<file path="src/rtl/mem_arbiter_if.sv">
// +----------------------------------------------------------------------------+
// | mem_arbiter_if : requester and main-memory signal bundle for mem_arbiter   |
// | Revision 1.0                                                               |
// +----------------------------------------------------------------------------+
`default_nettype none

interface mem_arbiter_if;
  logic        i_req;
  logic [15:0] i_addr;
  logic        i_ready;
  logic        i_valid;
  logic [15:0] i_rdata;
  logic        d_req;
  logic        d_wr;
  logic [15:0] d_addr;
  logic [15:0] d_wdata;
  logic        d_ready;
  logic        d_valid;
  logic [15:0] d_rdata;
  logic        mem_enable;
  logic        mem_wr;
  logic [15:0] mem_addr;
  logic [15:0] mem_wdata;
  logic [15:0] mem_rdata;
  logic        mem_data_valid;
  logic        busy;

  modport slave (
    input  i_req, i_addr, d_req, d_wr, d_addr, d_wdata, mem_rdata, mem_data_valid,
    output i_ready, i_valid, i_rdata, d_ready, d_valid, d_rdata,
    output mem_enable, mem_wr, mem_addr, mem_wdata, busy
  );

  modport master (
    output i_req, i_addr, d_req, d_wr, d_addr, d_wdata, mem_rdata, mem_data_valid,
    input  i_ready, i_valid, i_rdata, d_ready, d_valid, d_rdata,
    input  mem_enable, mem_wr, mem_addr, mem_wdata, busy
  );
endinterface

`default_nettype wire

</file>
<file path="src/rtl/mem_arbiter.sv">
// +----------------------------------------------------------------------------+
// | mem_arbiter : two-requester (I/D) arbiter, one outstanding memory access   |
// | Revision 1.0                                                               |
// +----------------------------------------------------------------------------+
`default_nettype none

module mem_arbiter #(
  parameter int MEM_LATENCY = 4
) (
  input  wire logic   clk,
  input  wire logic   rst_n,
  mem_arbiter_if.slave bus
);

  localparam logic [1:0] c_IDLE  = 2'd0;
  localparam logic [1:0] c_ISSUE = 2'd1;
  localparam logic [1:0] c_WAIT  = 2'd2;
  localparam logic [1:0] c_RESP  = 2'd3;
  localparam logic [3:0] c_LATENCY = 4'(MEM_LATENCY);

  logic [1:0]  r_state;
  logic        r_owner_d;
  logic        r_wr;
  logic [15:0] r_addr;
  logic [15:0] r_wdata;
  logic [3:0]  r_cnt;
  logic [1:0]  r_streak;
  logic [15:0] r_i_rdata;
  logic [15:0] r_d_rdata;

  logic        w_idle;
  logic        w_i_win;
  logic        w_i_grant;
  logic        w_d_grant;
  logic [3:0]  w_cnt_inc;

  // Data side wins ties until it has taken two grants in a row over a waiting I side.
  assign w_idle    = (r_state == c_IDLE);
  assign w_i_win   = bus.i_req & (~bus.d_req | (r_streak == 2'd2));
  assign w_i_grant = rst_n & w_idle & w_i_win;
  assign w_d_grant = rst_n & w_idle & bus.d_req & ~w_i_win;
  assign w_cnt_inc = r_cnt + 4'd1;

  always_ff @(posedge clk or negedge rst_n) begin
    if (!rst_n) begin
      r_state   <= c_IDLE;
      r_owner_d <= 1'b0;
      r_wr      <= 1'b0;
      r_addr    <= 16'd0;
      r_wdata   <= 16'd0;
      r_cnt     <= 4'd0;
      r_streak  <= 2'd0;
      r_i_rdata <= 16'd0;
      r_d_rdata <= 16'd0;
    end else begin
      if (w_i_grant || !bus.i_req) begin
        r_streak <= 2'd0;
      end else if (w_d_grant && (r_streak != 2'd2)) begin
        r_streak <= r_streak + 2'd1;
      end

      case (r_state)
        c_IDLE: begin
          if (w_i_grant) begin
            r_owner_d <= 1'b0;
            r_wr      <= 1'b0;
            r_addr    <= bus.i_addr;
            r_wdata   <= 16'd0;
            r_state   <= c_ISSUE;
          end else if (w_d_grant) begin
            r_owner_d <= 1'b1;
            r_wr      <= bus.d_wr;
            r_addr    <= bus.d_addr;
            r_wdata   <= bus.d_wdata;
            r_state   <= c_ISSUE;
          end
        end
        c_ISSUE: begin
          r_cnt   <= 4'd1;
          r_state <= c_WAIT;
        end
        c_WAIT: begin
          // Writes complete on a fixed latency; memory's valid strobe is only meaningful for reads.
          if (r_wr) begin
            r_cnt <= w_cnt_inc;
            if (w_cnt_inc == c_LATENCY) begin
              r_d_rdata <= 16'd0;
              r_state   <= c_RESP;
            end
          end else if (bus.mem_data_valid) begin
            if (r_owner_d) begin
              r_d_rdata <= bus.mem_rdata;
            end else begin
              r_i_rdata <= bus.mem_rdata;
            end
            r_state <= c_RESP;
          end
        end
        c_RESP: begin
          r_state <= c_IDLE;
        end
        default: begin
          r_state <= c_IDLE;
        end
      endcase
    end
  end

  assign bus.i_ready    = w_i_grant;
  assign bus.d_ready    = w_d_grant;
  assign bus.i_valid    = (r_state == c_RESP) & ~r_owner_d;
  assign bus.d_valid    = (r_state == c_RESP) & r_owner_d;
  assign bus.i_rdata    = r_i_rdata;
  assign bus.d_rdata    = r_d_rdata;
  assign bus.mem_enable = (r_state == c_ISSUE);
  assign bus.mem_wr     = (r_state == c_ISSUE) & r_wr;
  assign bus.mem_addr   = r_addr;
  assign bus.mem_wdata  = r_wdata;
  assign bus.busy       = ~w_idle;

endmodule

`default_nettype wire
</file>
<file path="src/flat_wrapper.sv">
// flat-port wrapper written by rule: the top's interface ports become plain ports
module mem_arbiter_flat 
#(
  parameter int MEM_LATENCY = 4
)
  (clk, rst_n, bus_i_req, bus_i_addr, bus_d_req, bus_d_wr, bus_d_addr, bus_d_wdata, bus_mem_rdata, bus_mem_data_valid, bus_i_ready, bus_i_valid, bus_i_rdata, bus_d_ready, bus_d_valid, bus_d_rdata, bus_mem_enable, bus_mem_wr, bus_mem_addr, bus_mem_wdata, bus_busy);
  mem_arbiter_if bus_i ();
  input  wire logic clk;
  input  wire logic rst_n;
  input wire logic [$bits(bus_i.i_req)-1:0] bus_i_req;
  input wire logic [$bits(bus_i.i_addr)-1:0] bus_i_addr;
  input wire logic [$bits(bus_i.d_req)-1:0] bus_d_req;
  input wire logic [$bits(bus_i.d_wr)-1:0] bus_d_wr;
  input wire logic [$bits(bus_i.d_addr)-1:0] bus_d_addr;
  input wire logic [$bits(bus_i.d_wdata)-1:0] bus_d_wdata;
  input wire logic [$bits(bus_i.mem_rdata)-1:0] bus_mem_rdata;
  input wire logic [$bits(bus_i.mem_data_valid)-1:0] bus_mem_data_valid;
  output wire logic [$bits(bus_i.i_ready)-1:0] bus_i_ready;
  output wire logic [$bits(bus_i.i_valid)-1:0] bus_i_valid;
  output wire logic [$bits(bus_i.i_rdata)-1:0] bus_i_rdata;
  output wire logic [$bits(bus_i.d_ready)-1:0] bus_d_ready;
  output wire logic [$bits(bus_i.d_valid)-1:0] bus_d_valid;
  output wire logic [$bits(bus_i.d_rdata)-1:0] bus_d_rdata;
  output wire logic [$bits(bus_i.mem_enable)-1:0] bus_mem_enable;
  output wire logic [$bits(bus_i.mem_wr)-1:0] bus_mem_wr;
  output wire logic [$bits(bus_i.mem_addr)-1:0] bus_mem_addr;
  output wire logic [$bits(bus_i.mem_wdata)-1:0] bus_mem_wdata;
  output wire logic [$bits(bus_i.busy)-1:0] bus_busy;
  assign bus_i.i_req = bus_i_req;
  assign bus_i.i_addr = bus_i_addr;
  assign bus_i.d_req = bus_d_req;
  assign bus_i.d_wr = bus_d_wr;
  assign bus_i.d_addr = bus_d_addr;
  assign bus_i.d_wdata = bus_d_wdata;
  assign bus_i.mem_rdata = bus_mem_rdata;
  assign bus_i.mem_data_valid = bus_mem_data_valid;
  assign bus_i_ready = bus_i.i_ready;
  assign bus_i_valid = bus_i.i_valid;
  assign bus_i_rdata = bus_i.i_rdata;
  assign bus_d_ready = bus_i.d_ready;
  assign bus_d_valid = bus_i.d_valid;
  assign bus_d_rdata = bus_i.d_rdata;
  assign bus_mem_enable = bus_i.mem_enable;
  assign bus_mem_wr = bus_i.mem_wr;
  assign bus_mem_addr = bus_i.mem_addr;
  assign bus_mem_wdata = bus_i.mem_wdata;
  assign bus_busy = bus_i.busy;
  mem_arbiter #(.MEM_LATENCY(MEM_LATENCY)) u_core (.clk(clk), .rst_n(rst_n), .bus(bus_i));
endmodule
</file>
<file path="config.mk">
export PLATFORM = sky130hd
export DESIGN_NAME = mem_arbiter_flat
export DESIGN_NICKNAME = d
export VERILOG_FILES = /design/src/rtl/mem_arbiter_if.sv /design/src/rtl/mem_arbiter.sv /design/src/flat_wrapper.sv
export SDC_FILE = /design/constraint.sdc
export NUM_CORES = 1
export LEC_CHECK = 0
export ABC_AREA = 0
export BUFFER_PORTS_ARGS = -buffer_cell sky130_fd_sc_hd__buf_2
export CAP_MARGIN = 20
export CORE_MARGIN = 2
export CORE_UTILIZATION = 47
export DETAILED_ROUTE_END_ITERATION = 16
export PLACE_DENSITY = 0.89
export RECOVER_POWER = 25
export SYNTH_ARGS = -nofsm -noshare
export SYNTH_HDL_FRONTEND = slang
export SYNTH_SLANG_ARGS = --single-unit
export TNS_END_PERCENT = 5
</file>
<file path="constraint.sdc">
create_clock -name clk -period 2.24 [get_ports clk]
set_input_delay 0.224 -clock clk [delete_from_list [all_inputs] [get_ports clk]]
set_output_delay 0.224 -clock clk [all_outputs]
set_load 0.05 [all_outputs]
</file>
======== After elaboration in Yosys (flattened, before gate mapping) ========
Index checks and enable logic that the tools add are counted.
operators by class
  add/sub/neg operators ................... 2
  equal/unequal tests ..................... 11
  muxes and demuxes ....................... 22
  bitwise operators ....................... 14
  reductions and logical operators ........ 14
operators with widths
  kind                 count
  $mux 16              8
  $mux 2               7
  $reduce_bool 2->1    5
  $and 1x1->1          8
  $pmux 2 s4           1
  $pmux 4 s2           1
  $reduce_and 4->1     2
  $eq 2x2->1 const B   3
  $ne 3x3->1 const B   2
  $not 1->1            5
  $add 4x1->4 const B  1
  $eq 4x3->1 const B   1
  $mux 1               4
  $mux 4               1
  $ne 2x2->1 const B   2
  $reduce_and 2->1     2
  $ne 3x2->1 const B   1
  $reduce_and 3->1     1
  $add 2x1->2 const B  1
  $eq 2x1->1 const B   1
  $logic_not 2->1      1
  $ne 2x1->1 const B   1
  $logic_and 1x1->1    1
  $logic_not 1->1      1
  other kinds (2)      2
storage, ports and cells
  register bits ........................... 74
  bits of input ports ..................... 70
  word-level logic and storage cells ...... 72

======== Depth between registers and ports, before layout ========
Gate-level depths: netlist of run 1.
  word-level depth ........................ 8
  mapped depth ............................ 8
  depth with buffers taken out ............ 6

======== Least setup slack after synthesis of run 1 ========
Ideal clock, no wire load.
  path kind ............................... reg-to-reg
  start point ............................. register u_core.r_state[0]
  end point ............................... register u_core.r_i_rdata[10] (netlist: u_core.bus.i_rdata[10])
  library setup time ...................... 0.125 ns
  arrival time ............................ 1.671 ns
  required time ........................... 2.115 ns
  path slack .............................. 0.444 ns
  cell stages (with the launch flop) ...... 7
  path buffers ............................ 1
  clock period less this slack ............ 1.796 ns
  path through ............................ dfrtp_1 > inv_1 > ha_1 > nand2b_2 > nor3b_4 > buf_6 > mux2_2
on the way
  word-level cells in the longest chain between the ends .. 2
RTL lines
  what                        line               RTL
  start, declared             mem_arbiter.sv:21  logic [1:0] r_state;
  start signal, assigned      mem_arbiter.sv:46  r_state <= c_IDLE;
  start signal, assigned      mem_arbiter.sv:69  r_state <= c_ISSUE;
  start signal, assigned      mem_arbiter.sv:75  r_state <= c_ISSUE;
  $eq 2x2->1                  mem_arbiter.sv:62  case (r_state)
  $reduce_and 4->1 (no line)  --
  end signal, assigned        mem_arbiter.sv:94  r_i_rdata <= bus.mem_rdata;
  end, declared               mem_arbiter.sv:28  logic [15:0] r_i_rdata;
No other way between the ends.
A chain may end at the register's enable or synchronous reset.

======== Worst setup path after layout of run 1 ========
  start point ............................. register u_core.r_state[0]
  end point ............................... output port bus_d_ready
on the way
  word-level cells in the longest chain between the ends .. 4
RTL lines
  what                       line                RTL
  $logic_not 2->1            mem_arbiter.sv:38   assign w_idle = (r_state == c_IDLE);
  $and 1x1->1 (3 in series)  mem_arbiter.sv:41   assign w_d_grant = rst_n & w_idle & bus.d_req & ~w_i_win;
  end, declared              flat_wrapper.sv:21  output wire logic [$bits(bus_i.d_ready)-1:0] bus_d_ready;
No other way between the ends.

==> results.toml, run 1 <==
[status]
status = "complete, no violations"

[power]
powerDensity_nw_per_um2 = 1751
peakVddDrop_mv = 0.8654
leakage_nw = 2.138
power.total_mw = 7.379

[layout]
drive_gt1_frac = 0.3976
num-fill-cells = 573
fin_area_um2 = 4214
areaGrowthSynthToFinish_pct = 29.99
diodes = 0
final_util = 0.6272
layout.nets = 487

[global_routing]
gr-usage-met1 = 0.2559
met2_usage = 0.3303
grt_pass1_vias = 2594
use_met3 = 0.04739
grt_busiest_layer = "met2"
grt.total_usage = 0.2015
overflow = 0
grt_max_degree = 46
grt_pass1_wl_um = 11830
antenna_found_initial = 0

[sta]
fin_skew_ns = 0.01988
slew_headroom = 0.5789
finalMaxSlewViolations = 0
fin_crit_ns = 2.036
rsz0062_at_grt = "no"
post-route-period-util = 0.9090
worst_slew_pin_slew_ns = 0.6293
hold_viol = 0
tns_ns = 0
fmax_mhz = 491.1
setup_viol = 0

[routing]
drtIter0Drc = 115
vias_per_cell = 5.321
vias = 2634
antenna_left = 0
wl_per_cell_um = 14.92
post-route-drc-count = 0
wl_um = 7387
drtPass1Iterations = 4

[logic_synthesis]
synth_mux_area_frac = 0.1085
ys_async_sr_fraction = 1.000
synth_top_family_by_area = "compound AO/OA/AOI/OAI gates"
synth_top_cell_by_area = "dfrtp_1"
synth_edf_count = 0
synth_nets = 338
synth-simple-area-share = 0.07179
syn_avg_cell_area_um2 = 12.42
synthCells = 261
synth_area_um2 = 3242
synthAdderAreaFrac = 0.02702
yosys.area_share.xor_xnor = 0.005403
ys_types = 40
ys_ff_latch = 74
synth_compound_area_frac = 0.1868
synth_most_common_cell = "dfrtp_1"
ys.flop_type = "dfrtp_1"
yosysSeqAreaShare = 0.5712
synth_area_leaders = "dfrtp_1 (57%), a22o_1 (6.8%), mux2_2 (5.9%)"
ys.warnings.count = 0
synth.top_cell.area_share = 0.5712
ys_top_cells_by_count = "dfrtp_1 (74), a22o_1 (25), nand2_1 (24)"

[placed_design]
hpwl_um = 5520
gp_congestion = 0.8158
port_buffers = 140
post_dp_cell_area_um2 = 4048

[cts]
cts_max_path_buffers = 2
cts_max_level = 3
clk_latency_ns = 0.35
cts_root_buffer = "clkbuf_8"
cts.sinks = 74
clkSlewWorstSetupHoldPaths_ns = 0.09
numCtsBuffers = 9
cts_tree = "done"
post_cts_buffers = 0

[setup_path]
critPathMaxStageDelay_ns = 0.41
crit_family = "flip-flops"
r2r_start = "u_core.r_state[0]"
cp_data_required_time_ns = 2.02
worst-path-max-fanout = 7
worstSetupEndpointType = "primary output"
critical_path_class = "flip-flop to primary output"
critPathArrivalTime_ns = 1.81
crit_slowest_cell = "dfrtp_1"
crit_start = "u_core.r_state[0]"
cp_num_buf_inv = 2
start_kind = "flip-flop"
worstPathCellList = "inv_1 > ha_1 > nand3_1 > a21oi_4 > buf_2"

[floorplan]
fp.dieW_um = 87.05
initial_core_util = 0.4825
design.portCount = 141
rows = 30
coreArea_um2 = 6719
die_y_um = 87.05
die_area_um2 = 7578

[worst_hold_path]
worstHoldStart = "bus_i_addr[6]"
hp-class = "primary input to flip-flop"

[job]
drv_cap = 0
[layout make-up]
type | instances | area [um^2] | area share
well taps | 80 | 100.1 | 0.02375
repair buffers | 151 | 760.7 | 0.1805
multi-input cells | 168 | 1295 | 0.3073
clock buffers | 9 | 123.9 | 0.02939
inverters | 6 | 22.52 | 0.005344
clock inverters | 7 | 60.06 | 0.01425
flip-flops and latches | 74 | 1852 | 0.4394
[worst paths after layout]
| path | endpoint | slack [ns] | cells past startpoint |
|---|---|---|---|
| setup reg to reg | u_core.bus.i_rdata[3] | 0.49 | 6 |
| setup / recovery | bus_d_ready | 0.20 | 5 |
| max in group asynchronous | u_core.r_cnt[2] | 1.03 | 3 |
| min in group asynchronous | u_core.r_streak[0] | 0.33 | 2 |
| hold / removal | u_core.bus.mem_addr[6] | 0.08 | 3 |
| hold reg to reg | u_core.bus.mem_wdata[11] | 0.51 | 1 |
[cell usage in the layout (no fill, tap or decap), drive strengths merged, types with 4 or more instances in the layout]
cell type	n
buf	125
a22o	25
clkbuf	34
a21oi	5
o21ai	23
nand2	25
mux2i	16
inv	9
o2bb2ai	8
nor2	4
mux2	17
a22oi	8
nand3	4
dfrtp	74
ha	7
[metal layers]
| metal | wire [um] | vias to the layer above | share of wire |
|---|---|---|---|
| li1 | - | 1257 | - |
| met1 | 3164 | 1259 | 0.43 |
| met2 | 3585 | 103 | 0.49 |
| met3 | 471 | 15 | 0.064 |
| met4 | 166 | 0 | 0.022 |
| met5 | 0 | - | 0 |
[state kept, by name, summed over array words and instances (netlist names)]
register	count
u_core.bus.i_rdata	16
u_core.r_streak	2
u_core.r_cnt	4
u_core.bus.d_rdata	16
u_core.r_wr	1
u_core.r_state	2
u_core.bus.mem_addr	16
u_core.r_owner_d	1
u_core.bus.mem_wdata	16
[tightest hold or removal path, cell delays in order]
cell and delay [ns]:
buf_2 0.07, nand2_1 0.03, o21ai_0 0.05
[where the power goes]
part	internal [mW]	total [mW]	leakage [nW]	switching [mW]
clock	0.418	0.947	0.0844	0.528
combinational	1.08	4.10	1.15	3.02
sequential	1.95	2.33	0.906	0.385
[stage by stage]
stage | setup slack, ns | hold WS, ns | instances
after floorplan | 0.4442 | -0.07159 | 261
after global placement | 0.5748 | 0.1914 | 478
after detailed placement | 0.4937 | 0.1929 | 478
after CTS | 0.1193 | 0.05845 | 495
after global routing | 0.02694 | 0.06724 | 495
final | 0.2038 | 0.07552 | 495
[cell families after synthesis]
| group | Yosys count |
|---|---|
| AOI/OAI and AO/OA | 80 |
| DFF | 74 |
| and+or+nand+nor | 46 |
| muxes | 33 |
| buffers and inverters | 19 |
| adders and majority gates | 7 |
| xor gates and xnor gates | 2 |
[what timing repair did]
item	CTS	global route
gates resized for setup	0	1
hold endpoints to repair	29	0
hold buffers	1	0
setup endpoints to repair	0	1
Power figures use the tool's default switching activity.
==> run 2, diff against run 1 <==
--- a/config.mk
+++ b/config.mk
@@ -9,9 +9,9 @@
 export BUFFER_PORTS_ARGS = -buffer_cell sky130_fd_sc_hd__buf_2
 export CAP_MARGIN = 20
 export CORE_MARGIN = 2
-export CORE_UTILIZATION = 47
+export CORE_UTILIZATION = 50
 export DETAILED_ROUTE_END_ITERATION = 16
-export PLACE_DENSITY = 0.89
+export PLACE_DENSITY = 0.94
 export RECOVER_POWER = 25
 export SYNTH_ARGS = -nofsm -noshare
 export SYNTH_HDL_FRONTEND = slang
==> constraint.sdc (replaced) <==
create_clock -name clk -period 2.4 [get_ports clk]
set_input_delay 0.24 -clock clk [delete_from_list [all_inputs] [get_ports clk]]
set_output_delay 0.24 -clock clk [all_outputs]
set_load 0.05 [all_outputs]
==> results.toml, run 2 (synthesis results as in run 1) <==
[setup_path]
cp_data_required_time_ns = 2.16
critPathArrivalTime_ns = 1.79
r2r_start = "u_core.r_state[0]"
worst-path-max-fanout = 7
critical_path_class = "flip-flop to primary output"
worstSetupEndpointType = "primary output"
r2r_cells = 6
crit_start = "u_core.r_state[0]"
start_kind = "flip-flop"

[layout]
drive_gt1_frac = 0.3599
diodes = 0
final_cell_mix = "buf_2 (101), dfrtp_1 (74), clkbuf_1 (40), a22o_1 (25), nand2_1 (24)"
fin_cells = 491
areaGrowthSynthToFinish_pct = 29.18
final_util = 0.6633
layout.nets = 486
layout_commonest_cell = "buf_2"
fin_area_um2 = 4188

[cts]
cts_root_buffer = "clkbuf_8"
numCtsBuffers = 9
clk_latency_ns = 0.35
cts_max_level = 3
clkSlewWorstSetupHoldPaths_ns = 0.08
ctsResizeCount = 0
post_cts_buffers = 0
cts_max_path_buffers = 2
cts_tree = "done"
cts.sinks = 74
holdBufCountCts = 1

[sta]
setup_viol = 0
hold_viol = 0
finalMaxSlewViolations = 0
setup_ws_ns = 0.3690
fin_skew_ns = 0.01427
slew_headroom = 0.5292
post-route-period-util = 0.8462
fin_crit_ns = 2.031
fmax_mhz = 492.4
worst_slew_pin_slew_ns = 0.7063
timing.hold.ws_ns = 0.09518
tns_ns = 0
rsz0062_at_grt = "no"

[power]
leakage_nw = 2.098
peakVddDrop_mv = 1.044
power.total_mw = 6.938
netSwitchingPower_mw = 3.671
powerDensity_nw_per_um2 = 1657
power.share.clock = 0.136
seqPwrFrac = 0.314
p_sw_frac = 0.5290
pwr-share-comb = 0.549
p_int_mw = 3.268

[worst_hold_path]
worstHoldStart = "bus_i_addr[8]"
hp-class = "primary input to flip-flop"
min_path_cells = 3

[placed_design]
post_dp_cell_area_um2 = 4036
port_buffers = 140
gp_congestion = 0.8187
dp_cells = 474
dp_slack_ns = 0.6318
hpwl_um = 5646

[floorplan]
fp.dieW_um = 84.52
design.portCount = 141
coreArea_um2 = 6314
die_y_um = 84.52
initial_core_util = 0.5135
die_area_um2 = 7144
rows = 29

[routing]
wl_per_cell_um = 15.63
drtPass1Iterations = 4
vias_per_cell = 5.340
post-route-drc-count = 0
antenna_left = 0
drtIter0Drc = 163
vias = 2622
wl_um = 7676

[status]
status = "complete, no violations"

[job]
drv_cap = 0

[global_routing]
grt_max_degree = 60
grt.total_usage = 0.2201
grt_pass1_vias = 2618
grt_pass1_wl_um = 12400
antenna_found_initial = 0
overflow = 0
-- run 2: cell type report --
type	instances	area [um^2]
Fill cell	513	2126
Sequential cell	74	1852
Multi-Input combinational cell	168	1295
Timing Repair Buffer	150	729.5
Clock buffer	10	127.6
Tap cell	77	96.34
Clock inverter	6	65.06
Inverter	6	22.52
-- run 2: layer usage --
| layer | share of wire | GRT usage |
|---|---|---|
| met4 | 0.013 | 0.07504 |
| met5 | 0 | 0 |
| met1 | 0.43 | 0.2684 |
| met3 | 0.059 | 0.06391 |
| met2 | 0.50 | 0.3751 |
-- run 2: power groups by stage --
stage	clock network, mW	registers [mW]	logic, mW
6_report	0.946	2.18	3.81
5_1_grt	1.02	2.26	4.01
4_1_cts	0.963	2.17	3.93
3_5_place_dp	0	2.18	3.94
3_3_place_gp	0	2.16	3.82
2_1_floorplan	0	3.95	1.18
-- run 2: critical path, stage by stage, from the launching register on --
cell     delay [ns]
dfrtp_1        0.40
inv_1          0.11
ha_1           0.30
nand3_1        0.18
a21oi_4        0.17
buf_2          0.28
-- run 2: final timing paths --
kind | endpoint | slack [ns]
worst min register to register | u_core.bus.mem_wdata[10] | 0.50
min in group asynchronous | u_core.r_streak[0] | 0.35
max in group asynchronous | u_core.r_owner_d | 1.07
worst max register to register | u_core.r_state[1] | 0.37
worst max-delay path | bus_d_ready | 0.37
worst min-delay path | u_core.bus.mem_addr[8] | 0.1
